[src/rtl/clap_light_controller.sv]
// Clap-command sequencer: decodes a clap-count token into toggle/dim, ramps the
// PWM brightness one level per RAMP_CYCLES, then locks out new commands for HOLDOFF_CYCLES.
module clap_light_controller #(
  parameter int SUC_CLAPS_WIDTH = 16,
  parameter int TOGGLE_CLAPS    = 2,
  parameter int DIM_CLAPS       = 3,
  parameter int LEVEL_WIDTH     = 3,
  parameter int RAMP_CYCLES     = 1024,
  parameter int HOLDOFF_CYCLES  = 65536
) (
  input  logic                       clock,
  input  logic                       reset,
  input  logic [SUC_CLAPS_WIDTH-1:0] suc_claps_data,
  input  logic                       suc_claps_valid,
  output logic                       suc_claps_ready,
  output logic                       detector_enable,
  output logic                       light_on,
  output logic [LEVEL_WIDTH-1:0]     level,
  output logic                       light
);

  localparam int MAX  = (1 << LEVEL_WIDTH) - 1;
  localparam int TMAX = (RAMP_CYCLES > HOLDOFF_CYCLES) ? RAMP_CYCLES : HOLDOFF_CYCLES;
  localparam int TW   = (TMAX > 1) ? $clog2(TMAX) : 1;

  localparam logic [TW-1:0]              RAMP_LAST = TW'(RAMP_CYCLES - 1);
  localparam logic [TW-1:0]              HOLD_LAST = TW'(HOLDOFF_CYCLES - 1);
  localparam logic [TW-1:0]              T_ONE     = TW'(1);
  localparam logic [LEVEL_WIDTH-1:0]     LMAX      = LEVEL_WIDTH'(MAX);
  localparam logic [LEVEL_WIDTH-1:0]     L_ONE     = LEVEL_WIDTH'(1);
  localparam logic [LEVEL_WIDTH-1:0]     PWM_LAST  = LEVEL_WIDTH'(MAX - 1);
  localparam logic [SUC_CLAPS_WIDTH-1:0] TOG       = SUC_CLAPS_WIDTH'(TOGGLE_CLAPS);
  localparam logic [SUC_CLAPS_WIDTH-1:0] DIM       = SUC_CLAPS_WIDTH'(DIM_CLAPS);

  typedef enum logic [1:0] {IDLE, DECODE, RAMP, HOLDOFF} state_t;

  state_t                     state;
  logic [SUC_CLAPS_WIDTH-1:0] cnt;
  logic [LEVEL_WIDTH-1:0]     set_level;
  logic [LEVEL_WIDTH-1:0]     target;
  logic [TW-1:0]              timer;
  logic [LEVEL_WIDTH-1:0]     pwm_cnt;

  // Dimming cycles 1..MAX; a remembered brightness of 0 would make "on" look dark.
  function automatic logic [LEVEL_WIDTH-1:0] dim_step(input logic [LEVEL_WIDTH-1:0] cur);
    return (cur == LMAX) ? L_ONE : cur + L_ONE;
  endfunction

  assign suc_claps_ready = (state == IDLE);
  assign detector_enable = (state == IDLE) || (state == DECODE);

  always_ff @(posedge clock) begin
    if (state == IDLE && suc_claps_valid) cnt <= suc_claps_data;
  end

  always_ff @(posedge clock) begin
    if (reset) begin
      state     <= IDLE;
      light_on  <= 1'b0;
      set_level <= LMAX;
      target    <= '0;
      level     <= '0;
      timer     <= '0;
    end else begin
      case (state)
        IDLE: if (suc_claps_valid) state <= DECODE;
        DECODE: begin
          if (cnt == TOG) begin
            light_on <= !light_on;
            target   <= light_on ? '0 : set_level;
            state    <= RAMP;
          end else if (cnt == DIM && light_on) begin
            set_level <= dim_step(set_level);
            target    <= dim_step(set_level);
            state     <= RAMP;
          end else begin
            state <= IDLE;
          end
        end
        RAMP: begin
          if (level == target) begin
            timer <= '0;
            state <= HOLDOFF;
          end else if (timer == RAMP_LAST) begin
            timer <= '0;
            level <= (level < target) ? level + L_ONE : level - L_ONE;
          end else begin
            timer <= timer + T_ONE;
          end
        end
        HOLDOFF: begin
          if (timer == HOLD_LAST) begin
            timer <= '0;
            state <= IDLE;
          end else begin
            timer <= timer + T_ONE;
          end
        end
        default: state <= IDLE;
      endcase
    end
  end

  // PWM: period MAX so that level MAX is solid on and level 0 solid off.
  always_ff @(posedge clock) begin
    if (reset) begin
      pwm_cnt <= '0;
      light   <= 1'b0;
    end else begin
      pwm_cnt <= (pwm_cnt >= PWM_LAST) ? '0 : pwm_cnt + L_ONE;
      light   <= (pwm_cnt < level);
    end
  end

endmodule

[config.mk]
export PLATFORM = sky130hd
export DESIGN_NAME = clap_light_controller
export DESIGN_NICKNAME = d
export VERILOG_FILES = /design/src/rtl/clap_light_controller.sv
export SDC_FILE = /design/constraint.sdc
export NUM_CORES = 1
export LEC_CHECK = 0
export ABC_CLOCK_PERIOD_IN_PS = 2600
export CORE_MARGIN = 2
export CORE_UTILIZATION = 62
export DETAILED_ROUTE_END_ITERATION = 6
export DONT_BUFFER_PORTS = 1
export PLACE_DENSITY = 0.87
export SLEW_MARGIN = 20
export SYNTH_ARGS = -nofsm -noshare
export SYNTH_HDL_FRONTEND = slang
export SYNTH_SLANG_ARGS = --single-unit
export TNS_END_PERCENT = 5
[constraint.sdc]
create_clock -name clock -period 2.6 [get_ports clock]
set_input_delay 0.39 -clock clock [delete_from_list [all_inputs] [get_ports clock]]
set_output_delay 0.39 -clock clock [all_outputs]
set_load 0.02 [all_outputs]
Word-level counts from Yosys, hierarchy flattened
Cells that the tools add are included. Widths: inputs -> output; s select.

Add/subtract/negate cells: 5. Eq/ne operators: 12. Magnitude comparators: 3. Muxes and demuxes: 15. Reduce and logical (&&, ||, !) cells: 13. Bitwise gates (word level): 2.

Operator list (count): $mux 16 (3); $eq 16x2->1 const B (2); $pmux 16 s2 (1); $add 16x1->16 const B (1); $eq 16x10->1 const B (1); $eq 16x16->1 const B (1); $mux 3 (5); $mux 2 (5); $add 3x1->3 const B (3); $reduce_and 3->1 (3); $pmux 2 s4 (1); $lt 3x3->1 (2); $ne 2x2->1 const B (3); $eq 2x2->1 const B (2); $reduce_and 2->1 (2); $reduce_bool 2->1 (2); $eq 3x3->1 (1); $eq 3x3->1 const B (1); $ge 3x3->1 const B (1); $sub 3x1->3 const B (1); $eq 2x1->1 const B (1); $logic_and 1x1->1 (2); $logic_not 2->1 (1); $not 1->1 (2); 3 further kinds (3).

Register bits: 48. Input bits: 19. Output and inout port bits: 7. Logic and storage cells: 59.

Logic depth before layout (Yosys ltp)
Gate-level depths: netlist (run 1).

Word-level depth: 5. Depth in mapped cells: 9. Mapped depth without buffers: 9.

Least setup slack after synthesis (run 1)
OpenSTA, ideal clock, no wires.

Kind: reg-to-reg. Start point: register level[1]. End point: register level[2]. Data arrival time: 2225 ps. Data required time: 2477 ps. Cell stages (with the launch flop): 9. Path buffers: 0. Library setup time: 123 ps. Setup slack: 251 ps. Clock period less this slack: 2349 ps. Path through: dfxtp_1 ha_1 nor2b_1 o21ai_0 nand2_1 fa_1 and3_1 o21a_1 mux2_1.

Longest elaborated chain between the ends: 3. Elaborated cells on any way between the ends: 7. Those cells by class: add/sub (2); order compare (1); eq/ne (1); mux (1); bitwise (1); reduce/logical (1).

Ends and longest elaborated chain: start: declaration (RTL line 18) `output logic [LEVEL_WIDTH-1:0] level,`; start signal: assignment (RTL line 86) `level <= (level < target) ? level + L_ONE : level - L_ONE;`; branches (longest 3 deep; another with $sub 3x1->3).

Several ways; the timed one is not identified. A chain may end at the register's enable or synchronous reset.

Worst setup path in the final report (run 1)
Start point: register target[1]. End point: register level[2].

Longest elaborated chain between the ends: 3. Elaborated cells on any way between the ends: 5. Those cells by class: order compare (1); eq/ne (1); mux (1); bitwise (1); reduce/logical (1).

Ends and longest elaborated chain: start: declaration (RTL line 40) `logic [LEVEL_WIDTH-1:0] target;`; start signal: assignment (RTL line 70) `target <= light_on ? '0 : set_level;`; start signal: assignment (RTL line 74) `target <= dim_step(set_level);`; branches (longest 3 deep; another with $lt 3x3->1).

Several ways; the timed one is not identified.

==> impl.org, run 1 <==
** STA
- Count of endpoints failing hold in the final timing report :: 0
- In the finished design, the share of the clock period the worst path needs comes to 0.882.
- RSZ-0062 raised after global routing :: no
- Final-report setup violation count :: 0
- Fmax :: 0.436 GHz
- Hold_ws :: 65.0 ps
- In the post-route analysis, the smallest setup slack over all paths is 307 ps.
- After layout, the minimum clock period comes to 2290 ps.
- The number of pins with negative max-slew slack in the final report came to 0.
- In the final timing run, aggregate negative setup slack is 0 ps.
- Headroom to the max-slew limit came out at 0.553.
- Final clock skew :: 18.5 ps
- Slew at the pin with the worst max-slew slack :: 665 ps

** Synthesis
- Per-instance average area after synthesis :: 10.2 um2
- Proportion of synthesized flip-flops having asynchronous set or reset :: 0
- Synthesized net count :: 240
- Post-synth cell types :: 42
- In this run, synthesis inferred 16 flip-flops with an integrated enable.
- In this run, synthesis produced a sequential element count of 48.
- For this run, the leading register cell type out of synthesis is sky130_fd_sc_hd__dfxtp_1.
- The synthesized netlist occupies a cell area of 0.00216 mm2.
- Post-Synthesis Cells :: 211
- For this run, the number of Yosys warnings is 0.
- For this run, the register share of the synthesized area comes to 0.519.

** CTS
- TritonCTS created 5 clock buffers.
- Gates resized during post-CTS repair numbered 0.
- Counting every sink on the clock net gives 48.
- After clock tree synthesis, the clock-pin slew on the worst setup and hold paths is 150 ps.
- CTS H-tree lvls :: 2
- Later-pin clock latency in the skew report :: roughly 370 ps
- Setup repair bufs after CTS :: 0
- Post-cts hold buffer count :: 0
- Root buffer cell :: sky130_fd_sc_hd__clkbuf_4
- The clock passes through at most 2 buffers.
- Clock tree from TritonCTS :: done

** GRT
- Largest net degree at the start of global routing :: 18
- Number of antenna violations at the first check in global routing :: 0
- Global-route congestion overflow total :: 0
- Number of global-route vias before repair :: 1,435
- Global router's overall resource usage :: 0.196
- First-pass GRT wire length :: 6120 um

** Placement
- Hpwl dp :: between 2000 and 3000 um
- The count of buffers added on input and output ports is 0.
- Worst slack after detailed placement :: 323 ps
- Final estimated routing congestion in global placement :: 0.783

** Cells and area
- In the layout the commonest cells are sky130_fd_sc_hd__dfxtp_1, sky130_fd_sc_hd__nor2_1, sky130_fd_sc_hd__nand2_1, sky130_fd_sc_hd__edfxtp_1, sky130_fd_sc_hd__inv_1.
- The repair_antennas step left the layout with diodes totalling 0.
- Leaving out fill and tap cells, the most frequent cell in the layout is sky130_fd_sc_hd__dfxtp_1.
- From synthesis to final layout, the design area changed by 7.01%.
- The filler cells instantiated in the layout total 257.
- The net count of the finished layout is 245.
- Share of post-route cells with drive strength above 1 :: 0.0876

** Routing
- The routed layout has 1,473 vias.
- For this block, the routed nets add up to 3480 um of wire.
- Starting DRT DRC Count :: 43
- Dividing the detail-routed via count by the number of cells gives roughly 5.6.
- In this run the remaining antenna-violating nets after routing total 0.
- Final routed wire length divided by cell count :: 13.2 um
- After detailed routing, the number of remaining DRC violations is 0.
- The first detailed-routing pass ran for 4 iterations.

** Power and ir drop
- In this run the power density over the cells is 629 mW/mm2.
- Across the VDD grid, the largest voltage drop is between 0.4 and 0.5 mV.
- For this design the static power due to leakage is 0.000763 uW.
- Overall power consumption after layout is estimated at 1450 uW.

** Floorplan
- For this configuration, the core starts out at a cell density of 0.647.
- The die is 63 um wide.
- 26 I/O pins were placed.
- The floorplan step defined a die boundary enclosing 0.00397 mm2.
- Placeable Area :: about 0.0033 mm2
- The die is between 60 and 70 um tall.
- The initialized floorplan defines 21 standard-cell rows.

** Setup path
- Worst Path Class, Setup :: reg -> reg
- Crit path max fanout :: 3
- STA classifies the critical path startpoint as a register.
- Crit path arrival time :: 2580 ps
- CP required :: 2880 ps
- STA classifies the critical path endpoint as a register.

** Min path
- Hold crit path type :: in -> reg

** Outcome
- The run finished with clean final reports.

** Job
- Max-cap violation count :: 0
final cells by class:
type | instances | area [um2] | share of cell area
sequential | 48 | 1120 | 0.485
multi-input combinational | 146 | 961 | 0.416
clock inverter | 3 | 68.8 | 0.0298
tap | 46 | 57.6 | 0.0249
inverter | 13 | 48.8 | 0.0211
clock buffer | 5 | 37.5 | 0.0163
timing repair buffer | 2 | 15.0 | 0.00650
worst max-delay path, cell delays in order (launching register included):
cell and delay (ps):
sky130_fd_sc_hd__dfxtp_1 340, sky130_fd_sc_hd__inv_1 50, sky130_fd_sc_hd__ha_1 300, sky130_fd_sc_hd__nor2b_1 140
sky130_fd_sc_hd__o21ai_0 230, sky130_fd_sc_hd__nand2_1 110, sky130_fd_sc_hd__fa_1 380, sky130_fd_sc_hd__and3_1 170
sky130_fd_sc_hd__o21a_1 190, sky130_fd_sc_hd__mux2_1 300
power by group:
| group | internal [uW] | switching [uW] |
|---|---|---|
| Sequential | 813 | 22.4 |
| Clock | 303 | 248 |
| Combinational | 25.0 | 41.7 |
cells in the mapped netlist, drive strengths merged (7+ instances only):
master  number  share of area
dfxtp       32           0.30
nor2        24          0.045
edfxtp      16           0.22
nand2       16          0.028
inv         13          0.023
o21ai       10          0.023
xnor2       10          0.041
a21oi        9          0.023
ha           9          0.052
nor4         8          0.026
nand3        7          0.016
nor2b        7          0.020
stage by stage:
stage | utilization | cell area (um2) | instances
finish | 0.692 | 2310 | 263
global placement | 0.660 | 2200 | 255
global route | 0.692 | 2310 | 263
floorplan | - | 2160 | 211
CTS | 0.692 | 2310 | 263
detailed placement | 0.660 | 2200 | 255
path summary, 6_finish.rpt:
check | from | endpoint | slack, ps | cells after the start
setup / recovery | target[1] | level[2] | 310 | 9
hold / removal | reset | light_on | 70 | 1
setup reg to reg | target[1] | level[2] | 310 | 9
hold reg to reg | pwm_cnt[0] | pwm_cnt[0] | 460 | 1
cell families (layout without fill, tap and decap cells):
family,after synthesis,after routing,share of synthesized area
AOI/OAI and AO/OA,30,30,0.0899
xor gates and xnor gates,15,15,0.0609
adders and majority gates,10,10,0.0615
buffers and inverters,17,23,0.0354
DFF,48,48,0.519
muxes,3,3,0.0145
and+or+nand+nor,88,88,0.219
per-layer routing:
layer / global-route usage / share of wire
met5: 0 / 0
met4: 0.0806 / 0.015
met3: 0.0541 / 0.040
met2: 0.344 / 0.49
met1: 0.222 / 0.45
registers in the layout, indices dropped and copies added, names as in the netlist, named ones only:
signal,flops
cnt,16
level,3
light,1
light_on,1
pwm_cnt,3
set_level,3
state,1
target,3
timer,16
Note: power is estimated with default switching activity, not from simulation.
==> inputs of run 2 (changes only) <==
- CTS_CLUSTER_DIAMETER: not set -> 50
==> results of run 2 <==
No change in the layout: final DEF, timing and power equal those of run 1.
